**config.mk**
```make
export PLATFORM = sky130hd
export DESIGN_NAME = reg_bus_arbiter
export DESIGN_NICKNAME = d
export VERILOG_FILES = /design/src/rtl/reg_bus_arbiter_pkg.sv /design/src/rtl/reg_bus_arbiter_rr_arbiter_2.sv /design/src/rtl/reg_bus_arbiter.sv
export SDC_FILE = /design/constraint.sdc
export NUM_CORES = 1
export LEC_CHECK = 0
export CAP_MARGIN = 20
export CELL_PAD_IN_SITES_DETAIL_PLACEMENT = 0
export CELL_PAD_IN_SITES_GLOBAL_PLACEMENT = 1
export CORE_MARGIN = 8
export CORE_UTILIZATION = 30
export CTS_BUF_LIST = sky130_fd_sc_hd__clkbuf_4 sky130_fd_sc_hd__clkbuf_8
export CTS_CLUSTER_DIAMETER = 50
export CTS_CLUSTER_SIZE = 28
export DETAILED_ROUTE_END_ITERATION = 10
export MAX_ROUTING_LAYER = met4
export PLACE_DENSITY = 0.94
export SLEW_MARGIN = 20
export SYNTH_ARGS = -nofsm -noshare
export SYNTH_HDL_FRONTEND = slang
export SYNTH_SLANG_ARGS = --single-unit
```
**constraint.sdc**
```tcl
create_clock -name ipClk -period 2.9 [get_ports ipClk]
set_input_delay 0.435 -clock ipClk [delete_from_list [all_inputs] [get_ports ipClk]]
set_output_delay 0.435 -clock ipClk [all_outputs]
set_load 0.01 [all_outputs]
```
**src/rtl/reg_bus_arbiter_pkg.sv**
```systemverilog
// Shared types for the register-bus arbiter.
//   reg_req_t   : one latched bus request (address, write data, write flag)
//   arb_state_t : transaction phase of the single in-flight bus access
//   onehot2     : 1-bit requester index to a 2-bit one-hot select
package reg_bus_arbiter_pkg;

    localparam int ADDR_W = 8;
    localparam int DATA_W = 32;
    // Holds RD_LATENCY-1 for RD_LATENCY up to 4.
    localparam int CNT_W  = 3;

    typedef struct packed {
        logic [ADDR_W-1:0] address;
        logic [DATA_W-1:0] wr_data;
        logic              wr_enable;
    } reg_req_t;

    typedef enum logic [1:0] {
        IDLE  = 2'd0,
        ISSUE = 2'd1,
        WAIT  = 2'd2
    } arb_state_t;

    function automatic logic [1:0] onehot2(input logic idx);
        return idx ? 2'b10 : 2'b01;
    endfunction

endpackage

```
**src/rtl/reg_bus_arbiter_rr_arbiter_2.sv**
```systemverilog
// Two-way round-robin grant with a last-grant pointer.
// Ports:
//   clk, rst   : clock and synchronous active-high reset
//   req        : per-requester request valid
//   enable     : grant may be issued this cycle
//   grant      : one-hot grant (zero when disabled or nothing requested)
//   grant_idx  : index of the requester that would win
// The pointer moves only when a granted request is actually taken, so a
// lone requester keeps winning and a tie goes to the one not served last.
module rr_arbiter_2
    import reg_bus_arbiter_pkg::*;
(
    input  logic       clk,
    input  logic       rst,
    input  logic [1:0] req,
    input  logic       enable,
    output logic [1:0] grant,
    output logic       grant_idx
);

    logic last_grant;

    always_comb begin
        grant_idx = (req == 2'b11) ? ~last_grant : req[1];
        grant     = enable ? (req & onehot2(grant_idx)) : 2'b00;
    end

    // Reset value 1 lets requester 0 win the first tie.
    always_ff @(posedge clk) begin
        if (rst) begin
            last_grant <= 1'b1;
        end else if (|(req & grant)) begin
            last_grant <= grant_idx;
        end
    end

endmodule

```
**src/rtl/reg_bus_arbiter.sv**
```systemverilog
// Shares one register bus between two requesters, one transaction in flight.
// Every accepted read or write returns exactly one response pulse carrying the
// bus read data sampled RD_LATENCY cycles after the address was issued.
// Ports:
//   ipClk, ipReset      : clock, synchronous active-high reset
//   ipReqValid/opReqReady, ipReqAddress/ipReqWrData/ipReqWrEnable : request side
//   opRspValid, opRspData                                        : response side
//   opAddress, opWrData, opWrEnable, ipRdData                    : register bus
//   opBusy              : transaction in flight
module reg_bus_arbiter
    import reg_bus_arbiter_pkg::*;
#(
    parameter int RD_LATENCY = 1
) (
    input  logic                   ipClk,
    input  logic                   ipReset,
    input  logic [1:0]             ipReqValid,
    output logic [1:0]             opReqReady,
    input  logic [1:0][ADDR_W-1:0] ipReqAddress,
    input  logic [1:0][DATA_W-1:0] ipReqWrData,
    input  logic [1:0]             ipReqWrEnable,
    output logic [1:0]             opRspValid,
    output logic [DATA_W-1:0]      opRspData,
    output logic [ADDR_W-1:0]      opAddress,
    output logic [DATA_W-1:0]      opWrData,
    output logic                   opWrEnable,
    input  logic [DATA_W-1:0]      ipRdData,
    output logic                   opBusy
);

    arb_state_t        state;
    arb_state_t        next_state;
    reg_req_t          bus_req;
    reg_req_t          sel_req;
    logic [1:0]        grant;
    logic              grant_idx;
    logic              arb_enable;
    logic              accept;
    logic              owner;
    logic [CNT_W-1:0]  wait_cnt;
    logic [1:0]        rsp_valid;
    logic [DATA_W-1:0] rsp_data;

    // Requests are only offered a grant while idle and out of reset.
    assign arb_enable = (state == IDLE) && !ipReset;

    rr_arbiter_2 u_rr (
        .clk       (ipClk),
        .rst       (ipReset),
        .req       (ipReqValid),
        .enable    (arb_enable),
        .grant     (grant),
        .grant_idx (grant_idx)
    );

    assign opReqReady = grant;
    assign accept     = |(ipReqValid & grant);

    always_comb begin
        sel_req.address   = ipReqAddress[grant_idx];
        sel_req.wr_data   = ipReqWrData[grant_idx];
        sel_req.wr_enable = ipReqWrEnable[grant_idx];
    end

    always_ff @(posedge ipClk) begin
        if (ipReset) begin
            state <= IDLE;
        end else begin
            state <= next_state;
        end
    end

    always_comb begin
        next_state = state;
        case (state)
            IDLE:    if (accept) next_state = ISSUE;
            ISSUE:   next_state = WAIT;
            WAIT:    if (wait_cnt == '0) next_state = IDLE;
            default: next_state = IDLE;
        endcase
    end

    // The strobe comes straight from the state so it is high for the single
    // ISSUE cycle only; address and data stay latched until the next accept.
    always_comb begin
        opWrEnable = (state == ISSUE) && bus_req.wr_enable;
        opBusy     = (state != IDLE);
    end

    always_ff @(posedge ipClk) begin
        if (ipReset) begin
            bus_req   <= '0;
            owner     <= 1'b0;
            wait_cnt  <= '0;
            rsp_valid <= 2'b00;
            rsp_data  <= '0;
        end else begin
            rsp_valid <= 2'b00;
            case (state)
                IDLE: begin
                    if (accept) begin
                        bus_req <= sel_req;
                        owner   <= grant_idx;
                    end
                end
                ISSUE: begin
                    wait_cnt <= CNT_W'(RD_LATENCY - 1);
                end
                WAIT: begin
                    if (wait_cnt == '0) begin
                        rsp_data  <= ipRdData;
                        rsp_valid <= onehot2(owner);
                    end else begin
                        wait_cnt <= wait_cnt - 1'b1;
                    end
                end
                default: ;
            endcase
        end
    end

    assign opAddress  = bus_req.address;
    assign opWrData   = bus_req.wr_data;
    assign opRspValid = rsp_valid;
    assign opRspData  = rsp_data;

endmodule

```
==> reports/results.ini <==
[outcome]
status = complete, no violations

[min_path]
hp-class = flop to flop
worstHoldStart = opRspData[10]
whs_path_depth = 2
worstHoldEndpoint = opRspData[10]

[power]
p_int_w = 0.00210
seqPwrFrac_pct = 43.9
peakVddDrop_mv = 0.237
power_density_nw_per_um2 = 520
sw_frac_of_total_pct = 27.8
p_sw_w = 0.000810
p_leak_nw = 1.93
clockPowerShare_pct = 31.1
p_comb_share_pct = 25.0

[clock_tree]
clock_sinks = 82
insertion_delay_ns = 0.35
cts_tree = built
post-cts-setup-buffers = 0
clockBufferDepth = 2
cts-root-buf = clkbuf_8
postCtsResizedCells = 0
cts_hold_buf = 0
clkTransAtPathRegs_ns = 0.09
htreeDepth = 3
cts_made_buffers = 9

[sta]
rsz0062_at_grt = no
slew_headroom_pct = 43.8
final-hold-violation-count = 0
worst-slew-pin-transition_ns = 0.842
period_share_pct = 85.0
final_max_slew_viol_count = 0
setup_violations = 0
fin_crit_ns = 2.46
clock.fmax_mhz = 406
fin_tns_setup_ns = 0
clock_skew_ns = 0.0131

[yosys]
synth_cells = 466
muxShareOfSynthArea_pct = 0.306
syn_area_um2 = 3680
yosysTopAreaCellShare_pct = 44.6
synth.net_count = 586
ys_top_cells_by_area = dfxtp_1 45%, nor3_1 11%, a21oi_1 10%
yosysTopAreaCell = dfxtp_1
synth.avg_cell_area_um2 = 7.90
synth-simple-area-share_pct = 28.6
synth_fa_ha_area_share_pct = 0.680
synth-seq-cells = 82
synth_xor_area_share_pct = 0
netlist-cell-type-count = 27
synth_compound_area_share_pct = 11.6
ys_warn_count = 0
synth_top_family_by_area = simple AND/OR/NAND/NOR gates
ys_seq_area_share_pct = 44.6

[route]
top_layer = met4
drc_errors = 0
drt_iter0_drc = 204
ant_nets = 0
vias_per_cell = 5.12
routed_wl_um = 12700
drt-wirelength-per-cell_um = 17.1
wl_met2_um = 6110
met3_wirelength_um = 948
num_vias = 3812
m1WireLength_um = 5410
drtPass1Iterations = 4

[setup_path]
reg2reg_from = state[0]
crit_path_max_fanout = 15
cp_slowest_cell = clkdlybuf4s50_1
r2r-end = opWrData[23]
r2r_cells = 4
required_ns = 2.47
path_cells = nor2_4 -> inv_2 -> nor4b_1 -> clkdlybuf4s50_1
crit_arrival_ns = 2.03
rrSetupSlack_ns = 0.93
timing_worst_setup_path_type = flop to output pin
crit_path_max_incr_delay_ns = 0.64
start_kind = flop
cp-end-kind = output pin

[global_routing]
grt_antenna_before_repair = 0
grt_pass1_vias = 3952
grt_max_degree = 65
grt_pass1_wl_um = 20100
grt_usage_pct = 15.8
grt-ovfl-total = 0

[floorplan]
die_area_um2 = 16100
ioPinCount = 196
die_w_um = 127
rows = 40
fp.dieH_um = 127
start_util_pct = 30.7
core_um2 = 12000

[finish]
drive_above_1_share_pct = 5.03
num_antenna_cells = 0
register_area_um2 = 1640
utilization_pct = 46.6
final_nets = 713
multiInputGateArea_um2 = 1530
n_fill_cell = 1194
area_growth_pct = 52.1

[place]
dp_hpwl_um = 9010
numPortBuffers = 195
gp_congestion = 0.744

[flow_run]
cap_violations = 0

==> flip-flops by register name, summed over array words and instances (netlist names) <==
register and flops:
state 2, wait_cnt 3, opAddress 8, bus_req 1, opRspData 32, opWrData 32
owner 1, u_rr.last_grant 1, opRspValid 2
==> power by group through the flow <==
stage | logic [W] | clock network, W | registers, W
2_1_floorplan | 0.000409 | 0 | 0.00129
3_3_place_gp | 0.000724 | 0 | 0.00130
3_5_place_dp | 0.000732 | 0 | 0.00130
4_1_cts | 0.000735 | 0.000944 | 0.00128
5_1_grt | 0.000784 | 0.000987 | 0.00129
6_report | 0.000727 | 0.000905 | 0.00128
==> cell usage after synthesis (all sizes together) <==
cell	instances
a31oi	3
nor4b	4
nand2	65
inv	4
mux2	1
buf	62
a21bo	1
a21oi	76
nor2	4
a2bb2oi	1
dfxtp	82
nor4	41
nor2b	1
nor3b	2
nor3	84
ha	2
or2	1
nand2b	1
and3b	1
nand3b	4
a221o	1
clkbuf	24
or3b	1
==> placed cells by master (no fill, tap or decap), drive strengths merged, types with 4 or more instances in the layout <==
cell type | synthesis | final
inv | 4 | 5
clkbuf | 24 | 9
buf | 62 | 8
nand3b | 4 | 4
nor4 | 41 | 41
nor3 | 84 | 84
clkdlybuf4s50 | 0 | 194
nor4b | 4 | 4
nand2 | 65 | 65
a21oi | 76 | 76
dfxtp | 82 | 82
nor2 | 4 | 4
==> area by class of cell <==
class	count	area share, %
tap	147	3.28
sequential	82	29.3
clock buffer	9	2.21
clock inverter	6	1.63
multi-input combinational	294	27.4
inverter	4	0.268
timing repair buffer	202	35.9
==> stage by stage <==
stage               hold WS [ns]  area, µm²  setup WS [ns]  std cells  total power [W]
floorplan                  0.417       3680           1.14        466          0.00170
global placement           0.442       5380          0.543        729          0.00202
detailed placement         0.447       5380          0.539        729          0.00203
CTS                        0.458       5600          0.406        744          0.00296
global route               0.479       5600          0.287        744          0.00306
finish                     0.453       5600          0.436        744          0.00291
==> kinds of logic after synthesis <==
group	count (synthesis)
buf+inv	90
mux	1
simple gates	209
flops	82
compound gates	82
fa+ha+maj	2
==> worst max-delay path: cells and delay by family (launching register included) <==
kind                   cells  cell delay [ns]
buffers and inverters      2             0.72
flip-flops                 1             0.46
AND/OR/NAND/NOR            2             0.51
==> how the worst max path moves through the flow <==
stage	from	end	depth (start not counted)
after global placement	ipReqValid[1]	opReqReady[0]	4
after CTS	state[0]	opReqReady[0]	4
final	state[0]	opReqReady[0]	4
after detailed placement	ipReqValid[1]	opReqReady[0]	4
after floorplan	ipReqValid[1]	opReqReady[0]	4
after global routing	state[0]	opReqReady[0]	4
==> layer usage <==
metal	vias to the layer above	global-route usage, %
met4	0	6.37
met2	154	25.7
met3	19	4.65
met5	-	-
met1	1794	18.0
li1	1845	-
(Power assumes the default switching activity.)
